==> src/rtl/down_count_monitor_if.sv <==
// Output handshake bundle of the down-counter monitor: buffer head value
// with its valid flag toward the consumer and the consumer's ready flag back.
interface down_count_monitor_if #(
    parameter int WIDTH = 4
) ();
    logic             out_valid;
    logic             out_ready;
    logic [WIDTH-1:0] out_value;

    modport master (
        output out_valid,
        output out_value,
        input  out_ready
    );

    modport slave (
        input  out_valid,
        input  out_value,
        output out_ready
    );
endinterface

==> src/rtl/down_count_monitor.sv <==
// Capture and check stage for a ripple down counter.
// The unsynchronised count bus goes through a two-flop synchroniser and a
// run-length filter. Each settled value is checked against the previous one
// minus one. Accepted values are queued in a two-entry valid/ready buffer.
module down_count_monitor #(
    parameter int WIDTH  = 4,
    parameter int STABLE = 2,
    parameter int WRAP_W = 8
) (
    input  logic                  clk,
    input  logic                  rst,
    input  logic [WIDTH-1:0]      count_in,
    input  logic                  clr,
    down_count_monitor_if.master  buf_if,
    output logic                  tc,
    output logic                  seq_err,
    output logic                  ovf,
    output logic [WRAP_W-1:0]     wrap_cnt
);

    localparam int               RUN_W    = $clog2(STABLE + 1);
    localparam logic [RUN_W-1:0] RUN_MAX  = RUN_W'(STABLE);
    localparam logic [RUN_W-1:0] RUN_EVT  = RUN_W'(STABLE - 1);
    localparam logic [RUN_W-1:0] RUN_ONE  = RUN_W'(1);
    localparam logic [WIDTH-1:0] ONE      = WIDTH'(1);
    localparam logic [WIDTH-1:0] ALL_ONES = '1;
    localparam logic [WRAP_W-1:0] WRAP_ONE = WRAP_W'(1);
    localparam logic [WRAP_W-1:0] WRAP_MAX = '1;

    // Synchroniser and sample-valid pipe
    logic [WIDTH-1:0]  r_s1;
    logic [WIDTH-1:0]  r_s2;
    logic              r_v1;
    logic              r_v2;

    // Stability filter
    logic [WIDTH-1:0]  r_cand;
    logic [RUN_W-1:0]  r_run;

    // Sequence checker and statistics
    logic              r_have_last;
    logic [WIDTH-1:0]  r_last;
    logic              r_tc;
    logic              r_seq_err;
    logic              r_ovf;
    logic [WRAP_W-1:0] r_wrap;

    // Two-entry output buffer
    logic [WIDTH-1:0]  r_mem [0:1];
    logic              r_rd;
    logic              r_wr;
    logic [1:0]        r_cnt;

    logic              w_event;
    logic              w_hl;
    logic              w_dup;
    logic              w_accept;
    logic [WIDTH-1:0]  w_pred;
    logic              w_bad;
    logic              w_wrap;
    logic              w_valid;
    logic              w_full;
    logic              w_pop;
    logic              w_push;
    logic              w_drop;

    // An event fires once per stable episode, when the run reaches STABLE.
    assign w_event  = r_v2 && (r_s2 == r_cand) && (r_run == RUN_EVT);
    // A clear in the same cycle makes the event behave as the first one seen.
    assign w_hl     = r_have_last && !clr;
    // A glitch that settles back to the last accepted value is ignored.
    assign w_dup    = w_hl && (r_cand == r_last);
    assign w_accept = w_event && !w_dup;
    assign w_pred   = r_last - ONE;
    assign w_bad    = w_accept && w_hl && (r_cand != w_pred);
    assign w_wrap   = w_accept && w_hl && (r_last == '0) && (r_cand == ALL_ONES);

    assign w_valid  = (r_cnt != 2'd0);
    assign w_full   = (r_cnt == 2'd2);
    assign w_pop    = w_valid && buf_if.out_ready;
    // A pop in the same cycle frees the slot a full buffer needs.
    assign w_push   = w_accept && (!w_full || w_pop);
    assign w_drop   = w_accept && w_full && !w_pop;

    // Sample the asynchronous bus twice and mark which samples are real.
    always_ff @(posedge clk or negedge rst) begin
        if (!rst) begin
            r_s1 <= '0;
            r_s2 <= '0;
            r_v1 <= 1'b0;
            r_v2 <= 1'b0;
        end else begin
            r_s1 <= count_in;
            r_s2 <= r_s1;
            r_v1 <= 1'b1;
            r_v2 <= r_v1;
        end
    end

    // Track the current candidate value and how long it has been seen.
    always_ff @(posedge clk or negedge rst) begin
        if (!rst) begin
            r_cand <= '0;
            r_run  <= '0;
        end else if (r_v2) begin
            if (r_s2 != r_cand) begin
                r_cand <= r_s2;
                r_run  <= RUN_ONE;
            end else if (r_run != RUN_MAX) begin
                r_run  <= r_run + RUN_ONE;
            end
        end
    end

    // Check accepted values and maintain the sticky flags and wrap count.
    always_ff @(posedge clk or negedge rst) begin
        if (!rst) begin
            r_have_last <= 1'b0;
            r_last      <= '0;
            r_tc        <= 1'b0;
            r_seq_err   <= 1'b0;
            r_ovf       <= 1'b0;
            r_wrap      <= '0;
        end else begin
            r_tc <= w_accept && (r_cand == '0);
            if (w_accept) begin
                r_last      <= r_cand;
                r_have_last <= 1'b1;
            end else if (clr) begin
                r_have_last <= 1'b0;
            end
            if (clr) begin
                r_seq_err <= 1'b0;
                r_ovf     <= 1'b0;
                r_wrap    <= '0;
            end else begin
                if (w_bad)
                    r_seq_err <= 1'b1;
                if (w_drop)
                    r_ovf <= 1'b1;
                if (w_wrap && (r_wrap != WRAP_MAX))
                    r_wrap <= r_wrap + WRAP_ONE;
            end
        end
    end

    // Ring buffer of two entries; the head slot is never written while valid.
    always_ff @(posedge clk or negedge rst) begin
        if (!rst) begin
            r_mem[0] <= '0;
            r_mem[1] <= '0;
            r_rd     <= 1'b0;
            r_wr     <= 1'b0;
            r_cnt    <= 2'd0;
        end else begin
            if (w_push) begin
                r_mem[r_wr] <= r_cand;
                r_wr        <= ~r_wr;
            end
            if (w_pop)
                r_rd <= ~r_rd;
            case ({w_push, w_pop})
                2'b10:   r_cnt <= r_cnt + 2'd1;
                2'b01:   r_cnt <= r_cnt - 2'd1;
                default: r_cnt <= r_cnt;
            endcase
        end
    end

    assign buf_if.out_valid = w_valid;
    assign buf_if.out_value = r_mem[r_rd];
    assign tc               = r_tc;
    assign seq_err          = r_seq_err;
    assign ovf              = r_ovf;
    assign wrap_cnt         = r_wrap;

endmodule

==> src/flat_wrapper.sv <==
// flat-port wrapper written by rule: the top's interface ports become plain ports
module down_count_monitor_flat 
#(
    parameter int WIDTH  = 4,
    parameter int STABLE = 2,
    parameter int WRAP_W = 8
)
  (clk, rst, count_in, clr, tc, seq_err, ovf, wrap_cnt, buf_if_out_valid, buf_if_out_value, buf_if_out_ready);
  down_count_monitor_if #(.WIDTH(WIDTH)) buf_if_i ();
  input  logic clk;
  input  logic rst;
  input  logic [WIDTH-1:0] count_in;
  input  logic clr;
  output logic tc;
  output logic seq_err;
  output logic ovf;
  output logic [WRAP_W-1:0] wrap_cnt;
  output wire logic [$bits(buf_if_i.out_valid)-1:0] buf_if_out_valid;
  output wire logic [$bits(buf_if_i.out_value)-1:0] buf_if_out_value;
  input wire logic [$bits(buf_if_i.out_ready)-1:0] buf_if_out_ready;
  assign buf_if_out_valid = buf_if_i.out_valid;
  assign buf_if_out_value = buf_if_i.out_value;
  assign buf_if_i.out_ready = buf_if_out_ready;
  down_count_monitor #(.WIDTH(WIDTH), .STABLE(STABLE), .WRAP_W(WRAP_W)) u_core (.clk(clk), .rst(rst), .count_in(count_in), .clr(clr), .buf_if(buf_if_i), .tc(tc), .seq_err(seq_err), .ovf(ovf), .wrap_cnt(wrap_cnt));
endmodule
==> config.mk <==
export PLATFORM = sky130hd
export DESIGN_NAME = down_count_monitor_flat
export DESIGN_NICKNAME = d
export VERILOG_FILES = /design/src/rtl/down_count_monitor_if.sv /design/src/rtl/down_count_monitor.sv /design/src/flat_wrapper.sv
export SDC_FILE = /design/constraint.sdc
export NUM_CORES = 1
export LEC_CHECK = 0
export ABC_AREA = 1
export CORE_ASPECT_RATIO = 1.5
export CORE_UTILIZATION = 62
export DETAILED_ROUTE_END_ITERATION = 12
export DONT_BUFFER_PORTS = 1
export PLACE_DENSITY = 0.83
export SYNTH_ARGS = -nofsm -noshare
export SYNTH_HDL_FRONTEND = slang
export SYNTH_SLANG_ARGS = --single-unit
==> constraint.sdc <==
create_clock -name clk -period 2.9 [get_ports clk]
set_clock_uncertainty 0.15 [all_clocks]
set_input_delay 0.58 -clock clk [delete_from_list [all_inputs] [get_ports clk]]
set_output_delay 0.58 -clock clk [all_outputs]
set_load 0.02 [all_outputs]
==> results.ini, run 1 <==
[final_layout]
final_common_cell = nand2_1
antenna_cells = 0
syn_to_final_growth_pct = 8.40
drive_gt1_frac = 0.0992
fill_cells = 233
final_nets = 275
layout_common_cells = 85 x nand2_1, 44 x dfrtp_1, 28 x inv_1, 17 x nand3_1, 16 x nor2_1

[critical_path]
cp-end-kind = flip-flop
crit_path_start_kind = flip-flop
slowest_stage = dfrtp_1
r2r_cells = 13
max_stage_delay_ns = 0.45
cp_num_cells = 13
r2r_end = u_core.r_cnt[1]
crit_top_cell = nand2_1
crit_fanout = 11
endpoint = u_core.r_cnt[1]
arrival_ns = 2.44
critical_path_buf_inv_count = 2
path_cells = inv_2, nand2_1, nand2_1, nor2_2, nand2_2, nor2_8, nand2_2, inv_1, nand2_1, ha_1, a21oi_1, o21ai_0, xor2_1
crit_family = simple AND/OR/NAND/NOR gates
r2r-start = u_core.r_cand[1]
reg2reg_slack_ns = 0.49
required_ns = 2.92
crit_path_start = u_core.r_cand[1]
setup.worst_path.class = flip-flop to flip-flop

[yosys]
ys.flop_type = dfrtp_1
syn_area_um2 = 2160
syn_inst = 254
synth_enable_flop_cells = 0
synth.distinct_cells = 28
ys_ff_latch = 44
ys_seq_area_frac = 0.510
synth_area_per_cell_um2 = 8.51
yosys_warnings = 0
synthArstFlopShare = 1.00
syn_nets = 268

[global_route]
grt_pass1_wl_um = 6510
grt_max_degree = 45
antenna_found_initial = 0
overflow = 0
track_usage = 0.240
grt_pass1_vias = 1511

[clock_tree]
clock_path_buffers = 2
post_cts_resized = 0
cts_tree = built
cts-root-buf = clkbuf_8
htree_levels = 2
numCtsBuffers = 5
clk_latency_ns = 0.30
cts_setup_buffers = 0
clkSlewWorstSetupHoldPaths_ns = 0.08
cts_sinks = 44

[detailed_routing]
dr.pass1.iters = 4
num_vias = 1630
avgRoutedWirePerCell_um = 12.6
drc = 0
viasPerCell = 5.40
ant_nets = 0
wl_um = 3800
drt-initial-drc-count = 49

[power]
vdd_drop_max_uv = 626
power_leakage_uw = 0.00120
intPower_uw = 1180
pwr-share-clk = 0.254
power_frac_seq = 0.463
power_density_nw_per_um2 = 783
switching_share = 0.359
netSwitchingPower_uw = 658
pwr-share-comb = 0.282

[hold_path]
min_path_type = primary input to flip-flop
hold_depth = 0

[timing]
hold_slack_ns = 0.155
drv_slew = 0
finalHoldViolations = 0
finalSetupTns_ns = 0
period_share = 0.833
max_freq_mhz = 414
fin_ws_ns = 0.485
finalSetupViolCount = 0
min_period_ns = 2.41
rsz0062_at_grt = false

[floorplanning]
core_um2 = 3220
floorplan.rows = 25
top_level_ports = 24
dieArea_um2 = 3730
start_util = 0.671
die_w_um = 50.2
die_h_um = 74.3

[status]
status = completed

[placement]
io_buffers = 0
dp_hpwl_um = 2740
pre_cts_slack_ns = 0.353
gp_congestion = 0.847

[job]
max_cap_violations = 0

[layout make-up]
cell class	instances	area, µm²	share of cell area
inverter	33	124	0.0529
multi-input combinational	175	921	0.393
sequential	44	1100	0.470
tap	40	50.0	0.0214
clock inverter	3	47.5	0.0203
timing repair buffer	2	30.0	0.0128
clock buffer	5	68.8	0.0294
[state kept, by name (all words and copies together), names as in the netlist, 2 cells and up]
register,count
u_core.r_mem,8
u_core.r_cnt,2
u_core.r_run,2
u_core.r_s1,4
u_core.r_cand,4
u_core.r_last,4
u_core.wrap_cnt,8
u_core.r_s2,4
[worst min-delay path by stage]
stage / from / to / slack (ns)
global placement: rst / u_core.r_mem[2] / 0.14
floorplan: rst / u_core.ovf / 0.13
finish: count_in[3] / u_core.r_s1[3] / 0.15
CTS: count_in[2] / u_core.r_s1[2] / 0.14
detailed placement: rst / u_core.r_mem[0] / 0.14
global route: count_in[3] / u_core.r_s1[3] / 0.14
[synthesized netlist by cell type (2+ instances only)]
library cell / count / share of area
nand2_1: 85 / 0.15
dfrtp_1: 44 / 0.51
inv_1: 28 / 0.049
nand3_1: 17 / 0.039
nor2_1: 16 / 0.028
o21ai_0: 15 / 0.035
ha_1: 6 / 0.035
inv_2: 5 / 0.0087
xnor2_1: 5 / 0.020
nor3_1: 4 / 0.0093
o21ai_1: 4 / 0.0093
a21oi_1: 3 / 0.0069
nand4_4: 3 / 0.030
xor2_1: 3 / 0.012
nand2_2: 2 / 0.0058
nor2_2: 2 / 0.0058
[through the flow]
stage | area [µm²] | util | instances | total power (µW)
floorplan | 2160 | - | 254 | 1260
global placement | 2200 | 0.682 | 292 | 1340
detailed placement | 2200 | 0.682 | 292 | 1360
CTS | 2340 | 0.727 | 302 | 1850
global route | 2340 | 0.727 | 302 | 1960
finish | 2340 | 0.727 | 302 | 1830
[power groups by stage]
| stage | clock [µW] | sequential, µW | combinational (µW) |
|---|---|---|---|
| finish | 467 | 850 | 518 |
| floorplan | 0 | 833 | 427 |
| detailed placement | 0 | 857 | 500 |
| CTS | 480 | 846 | 520 |
| global placement | 0 | 854 | 481 |
| global route | 497 | 868 | 592 |
[metal layers]
metal	global-route usage	wire (µm)	up-vias	share of wire
li1	-	-	810	-
met1	0.268	1520	770	0.40
met2	0.430	2040	41	0.54
met3	0.0613	162	9	0.043
met4	0.102	77	0	0.020
met5	0	0	-	0
[cells by family after synthesis]
group / count (synthesis) / share of synthesized area
compound gates: 24 / 0.0579
xor+xnor: 8 / 0.0324
fa+ha+maj: 6 / 0.0347
buf+inv: 35 / 0.0643
flops: 44 / 0.510
other cells: 1 / 0.00174
simple gates: 136 / 0.299
[repair_timing]
action                     4_1_cts  5_1_grt
setup endpoints to repair        0        0
hold endpoints to repair        44        0
hold buffers                     2        0
Note: power is estimated with default switching activity, not from simulation.
==> inputs of run 2 (changes only) <==
--- a/config.mk
+++ b/config.mk
@@ -5,7 +5,7 @@
 export SDC_FILE = /design/constraint.sdc
 export NUM_CORES = 1
 export LEC_CHECK = 0
-export ABC_AREA = 1
+export ABC_AREA = 0
 export CORE_ASPECT_RATIO = 1.5
 export CORE_UTILIZATION = 62
 export DETAILED_ROUTE_END_ITERATION = 12
==> constraint.sdc (replaced) <==
create_clock -name clk -period 2.3 [get_ports clk]
set_clock_uncertainty 0.15 [all_clocks]
set_input_delay 0.46 -clock clk [delete_from_list [all_inputs] [get_ports clk]]
set_output_delay 0.46 -clock clk [all_outputs]
set_load 0.02 [all_outputs]
==> results.ini, run 2 <==
[detailed_routing]
avgRoutedWirePerCell_um = 18.5  ; +47%
maxUsedRoutingLayer = met4
drt-initial-drc-count = 46  ; -6.1%
ant_nets = 0  ; unchanged
wl_um = 4190  ; +10%
dr.pass1.iters = 6  ; +2
drc = 0  ; unchanged
num_vias = 1360  ; -17%
met1Wirelength_um = 1430  ; -5.4%
wl_met2_um = 2480  ; +21%
viasPerCell = 6.02  ; +11%
dr_wl_met3_um = 167  ; +3.1%

[critical_path]
cp-end-kind = flip-flop
max_stage_delay_ns = 0.44  ; about the same
slowest_stage = dfrtp_2
crit_path_start_kind = flip-flop
required_ns = 2.37  ; -0.55 ns
arrival_ns = 2.32  ; -0.12 ns
setup.worst_path.class = flip-flop to flip-flop
path_cells = xor2_1, nor4_4, o211ai_4, or2_4, ha_4, xnor2_1, nor2_1, xor2_1
crit_fanout = 5  ; -6
crit_top_cell = xor2_1

[power]
power_leakage_uw = 0.00108  ; -9.4%
switching_share = 0.315  ; -0.0436
vdd_drop_max_uv = 685  ; +9.5%
power_density_nw_per_um2 = 974  ; +24%
intPower_uw = 1610  ; +36%
netSwitchingPower_uw = 739  ; +12%
pwr-share-comb = 0.297  ; +0.015
pwr-share-clk = 0.244  ; -0.010
power_frac_seq = 0.459  ; -0.004
power_uw = 2340  ; +28%

[yosys]
ys_ff_latch = 44  ; unchanged
syn_nets = 183  ; -32%
synth_top_area_share = 0.531  ; +0.0215
syn_inst = 169  ; -33%
ys_seq_area_frac = 0.531  ; +0.0215
netlist_top_cells_area = dfrtp_1 53%, mux2_2 8.7%, xor2_1 4.2%
yosys_warnings = 0  ; unchanged
synth_enable_flop_cells = 0  ; unchanged
synth_most_common_cell = dfrtp_1
syn_area_um2 = 2070  ; -4.1%
synthArstFlopShare = 1.00  ; unchanged
synth.distinct_cells = 38  ; +36%
synth_area_per_cell_um2 = 12.3  ; +44%
yosysTopAreaCell = dfrtp_1
synth_commonest_cells = 44 x dfrtp_1, 16 x mux2_2, 10 x xor2_1, 9 x nand2_1, 7 x a21oi_1
ys.flop_type = dfrtp_1

[clock_tree]
cts_sinks = 44  ; unchanged
clkSlewWorstSetupHoldPaths_ns = 0.08  ; about the same
numCtsBuffers = 5  ; unchanged
htree_levels = 2  ; unchanged
clk_latency_ns = 0.30  ; about the same
clock_path_buffers = 2  ; unchanged
cts-root-buf = clkbuf_8
cts_tree = built

[floorplanning]
die_w_um = 49.2  ; -2.0%
start_util = 0.656  ; -0.0144
floorplan.rows = 25  ; unchanged
top_level_ports = 24  ; unchanged
die_h_um = 72.8  ; -2.0%
dieArea_um2 = 3580  ; -3.9%
core_um2 = 3160  ; -1.9%

[final_layout]
final_common_cell = dfrtp_1
final_cells = 226  ; -25%
drive_gt1_frac = 0.328  ; +0.229
antenna_cells = 0  ; unchanged
final_nets = 199  ; -28%
syn_to_final_growth_pct = 16.1
layout_common_cells = 42 x dfrtp_1, 16 x mux2_2, 16 x buf_4, 8 x xor2_1, 8 x nand2_1

[global_route]
grt_pass1_vias = 1504  ; -0.46%
grt_max_degree = 45  ; unchanged
antenna_found_initial = 0  ; unchanged
grt_pass1_wl_um = 6860  ; +5.4%
track_usage = 0.261  ; +0.0207
overflow = 0  ; unchanged

[timing]
finalHoldViolations = 0  ; unchanged
finalSetupViolCount = 0  ; unchanged
max_freq_mhz = 445  ; +7.5%
min_period_ns = 2.25  ; -0.168 ns
drv_slew = 0  ; unchanged
hold_slack_ns = 0.0352  ; -0.119 ns
period_share = 0.977  ; +0.144

[job]
max_cap_violations = 0  ; unchanged

[placement]
dp_cells = 214  ; -27%
gp_congestion = 0.815  ; -3.9%
dp_hpwl_um = 2850  ; +4.1%
io_buffers = 0  ; unchanged

[hold_path]
min_path_type = primary input to flip-flop

[status]
status = completed

run 2: worst max-delay path, delay by kind of cell, from the launching register on:
kind,cells,cell delay (ns)
AO/OA/AOI/OAI,1,0.16
adder cells (fa/ha/maj),1,0.15
AND/OR/NAND/NOR,3,0.76
XOR/XNOR,3,0.49
flip-flops,1,0.44
run 2: through the flow:
| step | TNS [ns] | utilization | instance area (µm²) | worst slack, ns |
|---|---|---|---|---|
| CTS | 0 | 0.747 | 2360 | 0.0191 |
| global placement | 0 | 0.703 | 2220 | 0.0664 |
| global route | -0.161 | 0.762 | 2410 | -0.0383 |
| detailed placement | 0 | 0.703 | 2220 | 0.0375 |
| floorplan | -0.0216 | - | 2130 | -0.0216 |
| finish | 0 | 0.762 | 2410 | 0.0529 |
run 2: path summary, 6_finish.rpt:
kind / startpoint / to / slack [ns] / cells past startpoint
max: u_core.r_cand[1] / u_core.r_cnt[1] / 0.05 / 8
min: count_in[2] / u_core.r_s1[2] / 0.04 / 0
max reg2reg: u_core.r_cand[1] / u_core.r_cnt[1] / 0.05 / 8
min reg2reg: u_core.r_s1[2] / u_core.r_s2[2] / 0.20 / 0
max in group asynchronous: rst / u_core.r_cand[1] / 1.30 / 2
min in group asynchronous: rst / u_core.r_cnt[1] / 0.48 / 2
run 2: metal layers:
layer	global-route usage	vias up
met5	0	-
met4	0.121	0
met3	0.0604	11
met2	0.508	43
met1	0.252	680
li1	-	626
run 2: timing repair:
action                                  in CTS  in global routing
hold endpoints to repair                    44                  0
endpoints found under the setup margin       0                 11
gates resized for setup                      0                  8
hold buffers                                 2                  0
setup buffers                                0                  2
run 2: area by class of cell:
type,instances,area [µm²]
flip-flops and latches,44,1100
multi-input cells,109,952
fillers,195,753
repair buffers,19,170
clock buffers,6,72.6
well taps,40,50.0
clock inverters,2,35.0
inverters,6,22.5
run 2: cell families (layout without fill, tap and decap cells):
kind of cell / after synthesis / in the layout / share of synthesized area
AND/OR/NAND/NOR: 45 / 45 / 0.138
flip-flops: 44 / 44 / 0.531
AO/OA/AOI/OAI: 22 / 22 / 0.0754
multiplexers: 20 / 20 / 0.116
buffers and inverters: 16 / 33 / 0.0380
XOR/XNOR: 15 / 15 / 0.0634
adder cells (fa/ha/maj): 6 / 6 / 0.0362
other: 1 / 1 / 0.00181
run 2: power groups by stage:
| stage | sequential, µW | clock (µW) | combinational, µW |
|---|---|---|---|
| 4_1_cts | 1060 | 585 | 686 |
| 2_1_floorplan | 1030 | 0 | 537 |
| 6_report | 1080 | 573 | 696 |
| 3_3_place_gp | 1060 | 0 | 609 |
| 5_1_grt | 1090 | 616 | 759 |
| 3_5_place_dp | 1070 | 0 | 657 |
==> inputs of run 3 (changes only) <==
--- a/config.mk
+++ b/config.mk
@@ -6,10 +6,11 @@
 export NUM_CORES = 1
 export LEC_CHECK = 0
 export ABC_AREA = 0
+export BUFFER_PORTS_ARGS = -buffer_cell sky130_fd_sc_hd__buf_4
 export CORE_ASPECT_RATIO = 1.5
-export CORE_UTILIZATION = 62
+export CORE_MARGIN = 5
+export CORE_UTILIZATION = 57
 export DETAILED_ROUTE_END_ITERATION = 12
-export DONT_BUFFER_PORTS = 1
 export PLACE_DENSITY = 0.83
 export SYNTH_ARGS = -nofsm -noshare
 export SYNTH_HDL_FRONTEND = slang
==> results.ini, run 3 (same netlist as run 2, synthesis figures left out) <==
[status]
status = finished, violations left
violations = negative hold slack

[detailed_routing]
dr.pass1.iters = 4  ; -2
drc = 0  ; unchanged
drt-initial-drc-count = 59  ; +28%
avgRoutedWirePerCell_um = 16.7  ; -9.7%
num_vias = 1399  ; +2.9%
viasPerCell = 5.69  ; -5.5%
wl_um = 4120  ; -1.7%
ant_nets = 0  ; unchanged

[global_route]
met3_usage = 0.0433  ; -0.0171
met2_usage = 0.310  ; -0.198
busiest_layer = met2
grt_max_degree = 45  ; unchanged
overflow = 0  ; unchanged
grt_pass1_wl_um = 6690  ; -2.5%
gr-usage-met1 = 0.202  ; -0.0508
grt_pass1_vias = 1403  ; -6.7%
antenna_found_initial = 0  ; unchanged
track_usage = 0.178  ; -0.0829

[floorplanning]
die_h_um = 83.9  ; +15%
floorplan.rows = 26  ; +4.0%
dieArea_um2 = 4970  ; +39%
core_um2 = 3450  ; +9.1%
start_util = 0.601  ; -0.0550
die_w_um = 59.2  ; +20%
top_level_ports = 24  ; unchanged

[critical_path]
setup.worst_path.class = flip-flop to flip-flop
crit_path_start_kind = flip-flop
crit_fanout = 18  ; +13
cp-end-kind = flip-flop
arrival_ns = 2.25  ; -0.07 ns
required_ns = 2.34  ; -0.03 ns

[timing]
finalHoldViolations = 23  ; +23
hold_slack_ns = -0.00773  ; -0.0430 ns
worst_pin_slew_ns = 0.531
finalSetupViolCount = 0  ; unchanged
slew_headroom = 0.646
finalSetupTns_ns = 0  ; unchanged
drv_slew = 0  ; unchanged
min_period_ns = 2.21  ; -0.0368 ns
period_share = 0.961  ; -0.0160
max_freq_mhz = 452  ; +1.7%
rsz0062_at_grt = true

[power]
vdd_drop_max_uv = 711  ; +3.7%
power_density_nw_per_um2 = 958  ; -1.7%
power_leakage_uw = 0.00116  ; +7.5%

[hold_path]
min_path_type = primary input to async pin

[clock_tree]
htree_levels = 2  ; unchanged
cts-root-buf = clkbuf_8
clk_latency_ns = 0.30  ; about the same
cts_hold_buf = 0  ; -2
clkSlewWorstSetupHoldPaths_ns = 0.08  ; about the same
cts_sinks = 44  ; unchanged
numCtsBuffers = 5  ; unchanged
clock_path_buffers = 2  ; unchanged
cts_tree = built

[final_layout]
layout_common_cells = 44 x dfrtp_1, 36 x buf_4, 16 x mux2_2, 9 x nand2_1, 8 x xor2_1
syn_to_final_growth_pct = 22.0
drive_gt1_frac = 0.368  ; +0.0397
antenna_cells = 0  ; unchanged
final_common_cell = dfrtp_1
final_nets = 217  ; +9.0%

[placement]
gp_congestion = 0.787  ; -3.4%
io_buffers = 23  ; +23
dp_hpwl_um = 2920  ; +2.5%

[job]
max_cap_violations = 0  ; unchanged

==> run 3: cell types whose count changed in the layout (fill, tap and decap cells not counted), moves of 2 or more <==
cell	delta
buf_12	-2
dfrtp_2	-2
dfrtp_1	+2
buf_4	+20
==> run 3: per-layer routing <==
| metal | up-vias | wire [µm] |
|---|---|---|
| met5 | - | 0 |
| met4 | 0 | 82 |
| met3 | 9 | 168 |
| met2 | 36 | 2300 |
| met1 | 695 | 1570 |
| li1 | 659 | - |
==> run 3: metrics by stage <==
stage          instances  setup WS (ns)  utilization  total power, µW  area (µm²)
2_1_floorplan        169        -0.0216            -             1570        2130
3_3_place_gp         237         0.0337        0.687             1740        2370
4_1_cts              246         0.0190        0.726             2420        2500
6_report             246         0.0897        0.733             2420        2530
3_5_place_dp         237        -0.0175        0.687             1800        2370
5_1_grt              246        -0.0107        0.733             2550        2530
==> run 3: worst paths after layout <==
check                                 start  slack (ns)  depth (start not counted)            endpoint
hold reg to reg              u_core.r_s1[3]        0.20                          0      u_core.r_s2[3]
min in group clk                count_in[1]        0.12                          1      u_core.r_s1[1]
setup / recovery           u_core.r_cand[2]        0.09                          8      u_core.seq_err
setup reg to reg           u_core.r_cand[2]        0.09                          8      u_core.seq_err
hold / removal                          rst      -0.008                          1  u_core.wrap_cnt[4]
max in group asynchronous               rst        1.64                          1     u_core.r_mem[1]
==> run 3: area by class of cell <==
type	count	area, µm²
sequential	44	1100
multi-input combinational	109	946
fill	235	920
timing repair buffer	37	285
clock buffer	6	82.6
tap	42	52.6
clock inverter	2	38.8
inverter	6	22.5
==> run 3: where the power goes <==
part / leakage (µW) / internal (µW) / switching (µW) / total (µW)
Combinational: 0.000545 / 393 / 341 / 734
Sequential: 0.000558 / 929 / 143 / 1070
Clock: 0.0000614 / 355 / 261 / 616
==> run 3: timing repair <==
item,4_1_cts,5_1_grt
gates cloned,0,0
setup buffers,1,0
gates resized for setup,1,4
pin swaps,1,2
setup endpoints to repair,7,17
==> run 3: critical path: stages, from the launching register on <==
cell	delay, ns
dfrtp_1	0.42
buf_4	0.18
xnor2_2	0.21
nand4b_1	0.21
o211ai_4	0.28
buf_8	0.20
buf_4	0.16
nor2_1	0.04
a32o_1	0.24
